[config.mk]
export PLATFORM = sky130hd
export DESIGN_NAME = ddr_burst_scheduler_flat
export DESIGN_NICKNAME = d
export VERILOG_FILES = /design/src/rtl/ddr_burst_scheduler_if.sv /design/src/rtl/ddr_burst_scheduler.sv /design/src/flat_wrapper.sv
export SDC_FILE = /design/constraint.sdc
export NUM_CORES = 1
export LEC_CHECK = 0
export BUFFER_PORTS_ARGS = -buffer_cell sky130_fd_sc_hd__buf_4
export CORE_MARGIN = 1
export CORE_UTILIZATION = 32
export DETAILED_ROUTE_END_ITERATION = 12
export PLACE_DENSITY_LB_ADDON = 0.3
export SLEW_MARGIN = 20
export SYNTH_ARGS = -nofsm -noshare
export SYNTH_HDL_FRONTEND = slang
export SYNTH_SLANG_ARGS = --single-unit
[constraint.sdc]
create_clock -name video_clk -period 4.65 [get_ports video_clk]
set_clock_uncertainty 0.1 [all_clocks]
set_input_delay 0.2325 -clock video_clk [delete_from_list [all_inputs] [get_ports video_clk]]
set_output_delay 0.2325 -clock video_clk [all_outputs]
set_load 0.02 [all_outputs]
[src/rtl/ddr_burst_scheduler_if.sv]
// ddr_burst_scheduler_if
// Groups the requester handshake and AXI command bus of the DDR burst
// scheduler.
//   req_valid/req_ready : per-channel line-burst request and accept pulse
//   frame_start         : per-channel line counter clear
//   cmd_*               : command to the shared AXI full-burst master
//   cmd_done            : burst completion pulse from the master
//   busy                : scheduler owns the master (CMD or WAIT)
// Modport master is the scheduler side; modport slave is the
// requester/AXI-master side.
interface ddr_burst_scheduler_if #(
  parameter int ADDR_W = 32
);
  logic [3:0]        req_valid;
  logic [3:0]        req_ready;
  logic [3:0]        frame_start;
  logic              cmd_valid;
  logic              cmd_ready;
  logic [ADDR_W-1:0] cmd_addr;
  logic [15:0]       cmd_len;
  logic              cmd_wr;
  logic [1:0]        cmd_id;
  logic              cmd_done;
  logic              busy;

  modport master (
    input  req_valid, frame_start, cmd_ready, cmd_done,
    output req_ready, cmd_valid, cmd_addr, cmd_len, cmd_wr, cmd_id, busy
  );

  modport slave (
    output req_valid, frame_start, cmd_ready, cmd_done,
    input  req_ready, cmd_valid, cmd_addr, cmd_len, cmd_wr, cmd_id, busy
  );
endinterface

[src/rtl/ddr_burst_scheduler.sv]
// ddr_burst_scheduler
// Shares one AXI full-burst master between four line-burst requesters:
// ch0/ch1 are camera writers, ch2/ch3 are video readers. Requests are
// arbitrated round-robin in IDLE, one line command is issued at a time and
// the master is held until cmd_done. Each channel's DDR line address comes
// from its own line counter, which wraps at V_LINES and is cleared by
// frame_start.
// Ports:
//   video_clk : clock for all logic
//   video_rst : asynchronous active-high reset
//   bus       : ddr_burst_scheduler_if.master (request handshake, command
//               bus, cmd_done, busy)
module ddr_burst_scheduler #(
  parameter int                ADDR_W     = 32,
  parameter logic [ADDR_W-1:0] BASE_ADDR  = 'h0000_0000,
  parameter logic [ADDR_W-1:0] CH_STRIDE  = 'h0080_0000,
  parameter int                LINE_BYTES = 7680,
  parameter int                LINE_BEATS = 480,
  parameter int                V_LINES    = 1080
) (
  input logic                   video_clk,
  input logic                   video_rst,
  ddr_burst_scheduler_if.master bus
);

  localparam int LC_W = (V_LINES > 1) ? $clog2(V_LINES) : 1;

  typedef enum logic [1:0] {IDLE, CMD, WAIT} state_t;

  state_t            state;
  state_t            state_nxt;
  logic              cmd_valid_r;
  logic [ADDR_W-1:0] cmd_addr_r;
  logic              cmd_wr_r;
  logic [1:0]        cmd_id_r;
  logic [1:0]        last_grant;
  logic [LC_W-1:0]   line_cnt [4];

  logic              grant_hit;
  logic [1:0]        grant_id;
  logic              accept;
  logic [ADDR_W-1:0] grant_addr;

  // Round-robin pick: first set request after 'last', wrapping mod 4.
  // The loop runs backwards so the nearest candidate is assigned last.
  function automatic logic [2:0] rr_pick(input logic [1:0] last,
                                         input logic [3:0] req);
    logic [1:0] idx;
    logic [2:0] res;
    res = {1'b0, last};
    for (int k = 4; k >= 1; k--) begin
      idx = last + 2'(k);
      if (req[idx]) res = {1'b1, idx};
    end
    return res;
  endfunction

  always_comb begin
    state_nxt             = state;
    accept                = 1'b0;
    {grant_hit, grant_id} = rr_pick(last_grant, bus.req_valid);
    case (state)
      IDLE: if (grant_hit) state_nxt = CMD;
      CMD: begin
        if (bus.cmd_ready) begin
          accept    = 1'b1;
          state_nxt = WAIT;
        end
      end
      WAIT: if (bus.cmd_done) state_nxt = IDLE;
      default: state_nxt = IDLE;
    endcase
  end

  // Unsigned address arithmetic, truncated to ADDR_W.
  assign grant_addr = BASE_ADDR
                    + ADDR_W'(grant_id) * CH_STRIDE
                    + ADDR_W'(line_cnt[grant_id]) * ADDR_W'(LINE_BYTES);

  always_ff @(posedge video_clk or posedge video_rst) begin
    if (video_rst) begin
      state       <= IDLE;
      cmd_valid_r <= 1'b0;
      cmd_addr_r  <= '0;
      cmd_wr_r    <= 1'b0;
      cmd_id_r    <= 2'd0;
      last_grant  <= 2'd3;
    end else begin
      state <= state_nxt;
      if (state == IDLE && grant_hit) begin
        cmd_valid_r <= 1'b1;
        cmd_id_r    <= grant_id;
        cmd_wr_r    <= ~grant_id[1];
        cmd_addr_r  <= grant_addr;
      end
      if (accept) begin
        cmd_valid_r <= 1'b0;
        last_grant  <= cmd_id_r;
      end
    end
  end

  // frame_start has priority over the accept increment of the same channel.
  always_ff @(posedge video_clk or posedge video_rst) begin
    if (video_rst) begin
      for (int n = 0; n < 4; n++) line_cnt[n] <= '0;
    end else begin
      for (int n = 0; n < 4; n++) begin
        if (bus.frame_start[n]) begin
          line_cnt[n] <= '0;
        end else if (accept && cmd_id_r == 2'(n)) begin
          line_cnt[n] <= (line_cnt[n] == LC_W'(V_LINES - 1)) ? '0
                                                             : line_cnt[n] + 1'b1;
        end
      end
    end
  end

  // req_ready is decoded from the accept handshake so it pulses in the very
  // cycle the master takes the command.
  assign bus.req_ready = accept ? (4'b0001 << cmd_id_r) : 4'b0000;
  assign bus.cmd_valid = cmd_valid_r;
  assign bus.cmd_addr  = cmd_addr_r;
  assign bus.cmd_len   = 16'(LINE_BEATS);
  assign bus.cmd_wr    = cmd_wr_r;
  assign bus.cmd_id    = cmd_id_r;
  assign bus.busy      = (state != IDLE);

endmodule
[src/flat_wrapper.sv]
// flat-port wrapper written by rule: the top's interface ports become plain ports
module ddr_burst_scheduler_flat 
#(
  parameter int                ADDR_W     = 32,
  parameter logic [ADDR_W-1:0] BASE_ADDR  = 'h0000_0000,
  parameter logic [ADDR_W-1:0] CH_STRIDE  = 'h0080_0000,
  parameter int                LINE_BYTES = 7680,
  parameter int                LINE_BEATS = 480,
  parameter int                V_LINES    = 1080
)
  (video_clk, video_rst, bus_req_valid, bus_frame_start, bus_cmd_ready, bus_cmd_done, bus_req_ready, bus_cmd_valid, bus_cmd_addr, bus_cmd_len, bus_cmd_wr, bus_cmd_id, bus_busy);
  ddr_burst_scheduler_if #(.ADDR_W(ADDR_W)) bus_i ();
  input logic video_clk;
  input logic video_rst;
  input wire logic [$bits(bus_i.req_valid)-1:0] bus_req_valid;
  input wire logic [$bits(bus_i.frame_start)-1:0] bus_frame_start;
  input wire logic [$bits(bus_i.cmd_ready)-1:0] bus_cmd_ready;
  input wire logic [$bits(bus_i.cmd_done)-1:0] bus_cmd_done;
  output wire logic [$bits(bus_i.req_ready)-1:0] bus_req_ready;
  output wire logic [$bits(bus_i.cmd_valid)-1:0] bus_cmd_valid;
  output wire logic [$bits(bus_i.cmd_addr)-1:0] bus_cmd_addr;
  output wire logic [$bits(bus_i.cmd_len)-1:0] bus_cmd_len;
  output wire logic [$bits(bus_i.cmd_wr)-1:0] bus_cmd_wr;
  output wire logic [$bits(bus_i.cmd_id)-1:0] bus_cmd_id;
  output wire logic [$bits(bus_i.busy)-1:0] bus_busy;
  assign bus_i.req_valid = bus_req_valid;
  assign bus_i.frame_start = bus_frame_start;
  assign bus_i.cmd_ready = bus_cmd_ready;
  assign bus_i.cmd_done = bus_cmd_done;
  assign bus_req_ready = bus_i.req_ready;
  assign bus_cmd_valid = bus_i.cmd_valid;
  assign bus_cmd_addr = bus_i.cmd_addr;
  assign bus_cmd_len = bus_i.cmd_len;
  assign bus_cmd_wr = bus_i.cmd_wr;
  assign bus_cmd_id = bus_i.cmd_id;
  assign bus_busy = bus_i.busy;
  ddr_burst_scheduler #(.ADDR_W(ADDR_W), .BASE_ADDR(BASE_ADDR), .CH_STRIDE(CH_STRIDE), .LINE_BYTES(LINE_BYTES), .LINE_BEATS(LINE_BEATS), .V_LINES(V_LINES)) u_core (.video_clk(video_clk), .video_rst(video_rst), .bus(bus_i));
endmodule
==> run summary <==
Input and output buffers added on the ports amount to 37. The diode insertion count for antenna repair was 0; the placed instance area was 5890 µm². In this run the cell area of the synthesized design comes to 5220 µm².

Number of synthesized flops with an enable pin: 0. Hold is met by 0.237 ns. Routability-driven placement finished with a final weighted congestion of 0.819.

The most instantiated flip-flop cell in the synthesis netlist is dfrtp_1. In the final timing run, aggregate negative setup slack is -0.0343 ns. The max-capacitance violation count is 0, and the ratio of routed vias to standard cells is 4.84. The kind of critical path was reg2reg. The die is 130 µm wide. Setup repair after global routing could not meet its margin everywhere. The die footprint is 16,800 µm², and the number of clock buffers inserted by TritonCTS is 9. Global routing used 15.8% of the available tracks across all layers. The tools report the total DRC errors in the routed layout as 0. Data on the critical path arrives at its endpoint at 4.82 ns.

At the worst endpoint, the required time is 4.78 ns. Entering global routing, the biggest net connects 41 pins. With fillers left out, the area of the finished cells amounts to 6570 µm². The run gives 597 as the synthesized instance count. The floorplan step defined a core boundary enclosing 15,900 µm².

The number of antenna violations at the first check in global routing was 0. The clock edge transition at the registers on the reported setup and hold paths is 0.06 ns. For the pin with the worst max-slew slack, the measured transition is 0.809 ns. Leaving out fill and tap cells, the most frequent cell in the layout is buf_4. The detail route stage leaves a number of antenna-violating nets equal to 0. In the layout the commonest cells are 87 x buf_4, 71 x nand2_1, 67 x dfrtp_1, 53 x inv_1, 44 x nor2_1.

Of the cells placed in the final design, the portion with a size suffix greater than 1 is 23.3%. Static timing analysis puts the maximum clock frequency at 213 MHz. The post-synthesis sequential area ratio was 33.1%; the post-synthesis register bit count was 69. The total overflow left after global routing is 0. The clock latency of the later-clocked register in the worst-skew pair is 0.35 ns. Counting distinct cell types in the post-synthesis netlist gives 60.

For this configuration, the core starts out at a cell density of 32.8%. The final worst setup slack is -0.0343 ns. Routed length per placed instance: 13.5 µm. The max-slew violation count was 0. The worst setup path is captured at a flip-flop. The flow ran to the end, but the final reports show violations. For the total count of hold-check failures in the final report, the log shows 0.

Detailed placement HPWL: 9360 µm. The run gives 742 as the final-stage net count. Share of the clock period used by the worst path: 101%. The CTS sink count is 69, and the count of warnings emitted by yosys is 0.

The first-pass GRT wire length is 20,700 µm, and the top fanout value on the critical path is 7. The final reports fail on setup timing. Average size of a mapped cell: 8.74 µm².

The classification of the worst-slack hold path is in2reg. The number of standard-cell rows in the floorplan came out at 46. The first-pass detailed-route iteration total is 4, and the H-tree level count is 3. From bottom edge to top edge, the die measures 130 µm. For this design the ratio of total power to cell area is 515 nW/µm².

The run gives 69 as the count of boundary I/O pins. For the setup violation total in the final timing report, the log shows 1. The via count of the first global-routing pass is 4,280.

In this run the static leakage power is 3.00 nW. The async set-or-reset flop fraction in the synthesized netlist is 100%. The final wirelength is 12,300 µm. Measured against its own limit, the worst slew margin works out to 45.7%.

Relative to the synthesized area, the layout overhead comes to 25.8%. STA classifies the critical path startpoint as a flip-flop. The clock tree root driver cell is clkbuf_16. TritonCTS built the clock tree. The maximum vdd ir drop came out at 0.267 mV. The clock passes through at most 2 buffers. Via count: 4,405. The tools report the count of routing violations after the opening detailed-route iteration as 296. The shortest clock period the worst path allows after layout came out at 4.68 ns.
[flip-flops by register name, summed over array words and instances (netlist names)]
signal	flops
u_core.bus.cmd_wr	1
u_core.bus.cmd_addr	17
u_core.line_cnt	44
u_core.last_grant	2
u_core.state	2
u_core.bus.cmd_id	2
u_core.bus.cmd_valid	1
[through the flow]
| stage | util (%) | power, W | std cells | worst slack (ns) |
|---|---|---|---|---|
| 2_1_floorplan | - | 0.00192 | 626 | -0.161 |
| 6_report | 41.3 | 0.00338 | 910 | -0.0343 |
| 3_3_place_gp | 37.1 | 0.00248 | 873 | 0.0221 |
| 5_1_grt | 41.3 | 0.00366 | 910 | -0.319 |
| 4_1_cts | 40.7 | 0.00338 | 908 | -0.118 |
| 3_5_place_dp | 37.1 | 0.00251 | 873 | -0.134 |
[cell families after synthesis]
logic type / share of synthesized area (%)
other: 0.144
multiplexers: 6.11
AND/OR/NAND/NOR: 18.9
XOR/XNOR: 4.51
flip-flops: 33.1
buffers and inverters: 10.3
AO/OA/AOI/OAI: 14.7
adder cells (fa/ha/maj): 12.2
[power breakdown]
| part | leakage [nW] | switching [W] | internal (W) |
|---|---|---|---|
| logic | 1.95 | 0.00101 | 0.000865 |
| registers | 0.927 | 0.000105 | 0.000721 |
| clock network | 0.132 | 0.000267 | 0.000416 |
[path summary, 6_finish.rpt]
| path | start | endpoint | slack [ns] | cells past startpoint |
|---|---|---|---|---|
| worst max register to register | u_core.last_grant[1] | u_core.bus.cmd_addr[24] | -0.03 | 21 |
| max in group asynchronous | video_rst | u_core.line_cnt[35] | 3.08 | 4 |
| worst min register to register | u_core.bus.cmd_addr[11] | u_core.bus.cmd_addr[11] | 0.37 | 2 |
| worst min-delay path | bus_req_valid[2] | u_core.bus.cmd_valid | 0.24 | 5 |
| worst max-delay path | u_core.last_grant[1] | u_core.bus.cmd_addr[24] | -0.03 | 21 |
| min in group asynchronous | video_rst | u_core.bus.cmd_valid | 0.41 | 3 |
[critical path: stages, from the launching register on]
cell      delay (ns)
dfstp_2         0.59
nand3b_1        0.15
a31oi_4         0.26
buf_6           0.17
mux2i_1         0.09
mux2i_1         0.19
inv_1           0.10
fa_1            0.50
inv_2           0.05
fa_1            0.52
inv_1           0.06
fa_2            0.35
nor2b_2         0.13
o21ai_2         0.07
a21oi_2         0.17
o21ai_2         0.09
a2111o_1        0.37
o211ai_1        0.10
ha_2            0.23
ha_4            0.20
nand2_2         0.04
nand2_1         0.04
[synth_stat cells (all sizes together), types with 3 or more instances]
master	instances	area (µm²)
a211oi	5	37.5
a21o	7	52.6
a21oi	27	139
a31oi	4	40.0
and3	8	50.1
buf	40	299
clkbuf	7	26.3
dfrtp	67	1680
fa	14	280
ha	27	338
inv	56	210
mux2i	28	297
nand2	73	274
nand2b	9	56.3
nand3	16	80.1
nand3b	5	37.5
nand4	5	31.3
nand4b	3	26.3
nor2	47	176
nor2b	5	31.3
nor3	11	76.3
nor4	7	43.8
o211ai	5	37.5
o21ai	42	210
o31ai	10	75.1
or2	3	18.8
or3	5	31.3
xnor2	10	95.1
xor2	16	140
[layout make-up]
class	count	area [µm²]
Clock inverter	5	61.3
Tap cell	216	270
Timing Repair Buffer	99	797
Multi-Input combinational cell	454	3260
Fill cell	1591	9320
Sequential cell	69	1730
Inverter	56	210
Clock buffer	11	233
[routing by layer]
| layer | global-route usage (%) | wire length, µm | vias to the layer above | part of all wire [%] |
|---|---|---|---|---|
| met4 | 7.46 | 261 | 0 | 2.1 |
| met3 | 2.79 | 485 | 15 | 3.9 |
| met2 | 26.3 | 5800 | 110 | 47 |
| met5 | 0 | 0 | - | 0 |
| li1 | - | - | 2177 | - |
| met1 | 19.9 | 5730 | 2103 | 47 |
[timing repair]
item / 4_1_cts / 5_1_grt
hold buffers: 7 / 0
resized for setup: 14 / 26
setup buffers: 10 / 5
pin swaps: 10 / 16
endpoints found under the setup margin: 3 / 9
hold endpoints to repair: 33 / 0
gates cloned: 2 / 0
No activity file was read; power rests on OpenSTA's default activity.
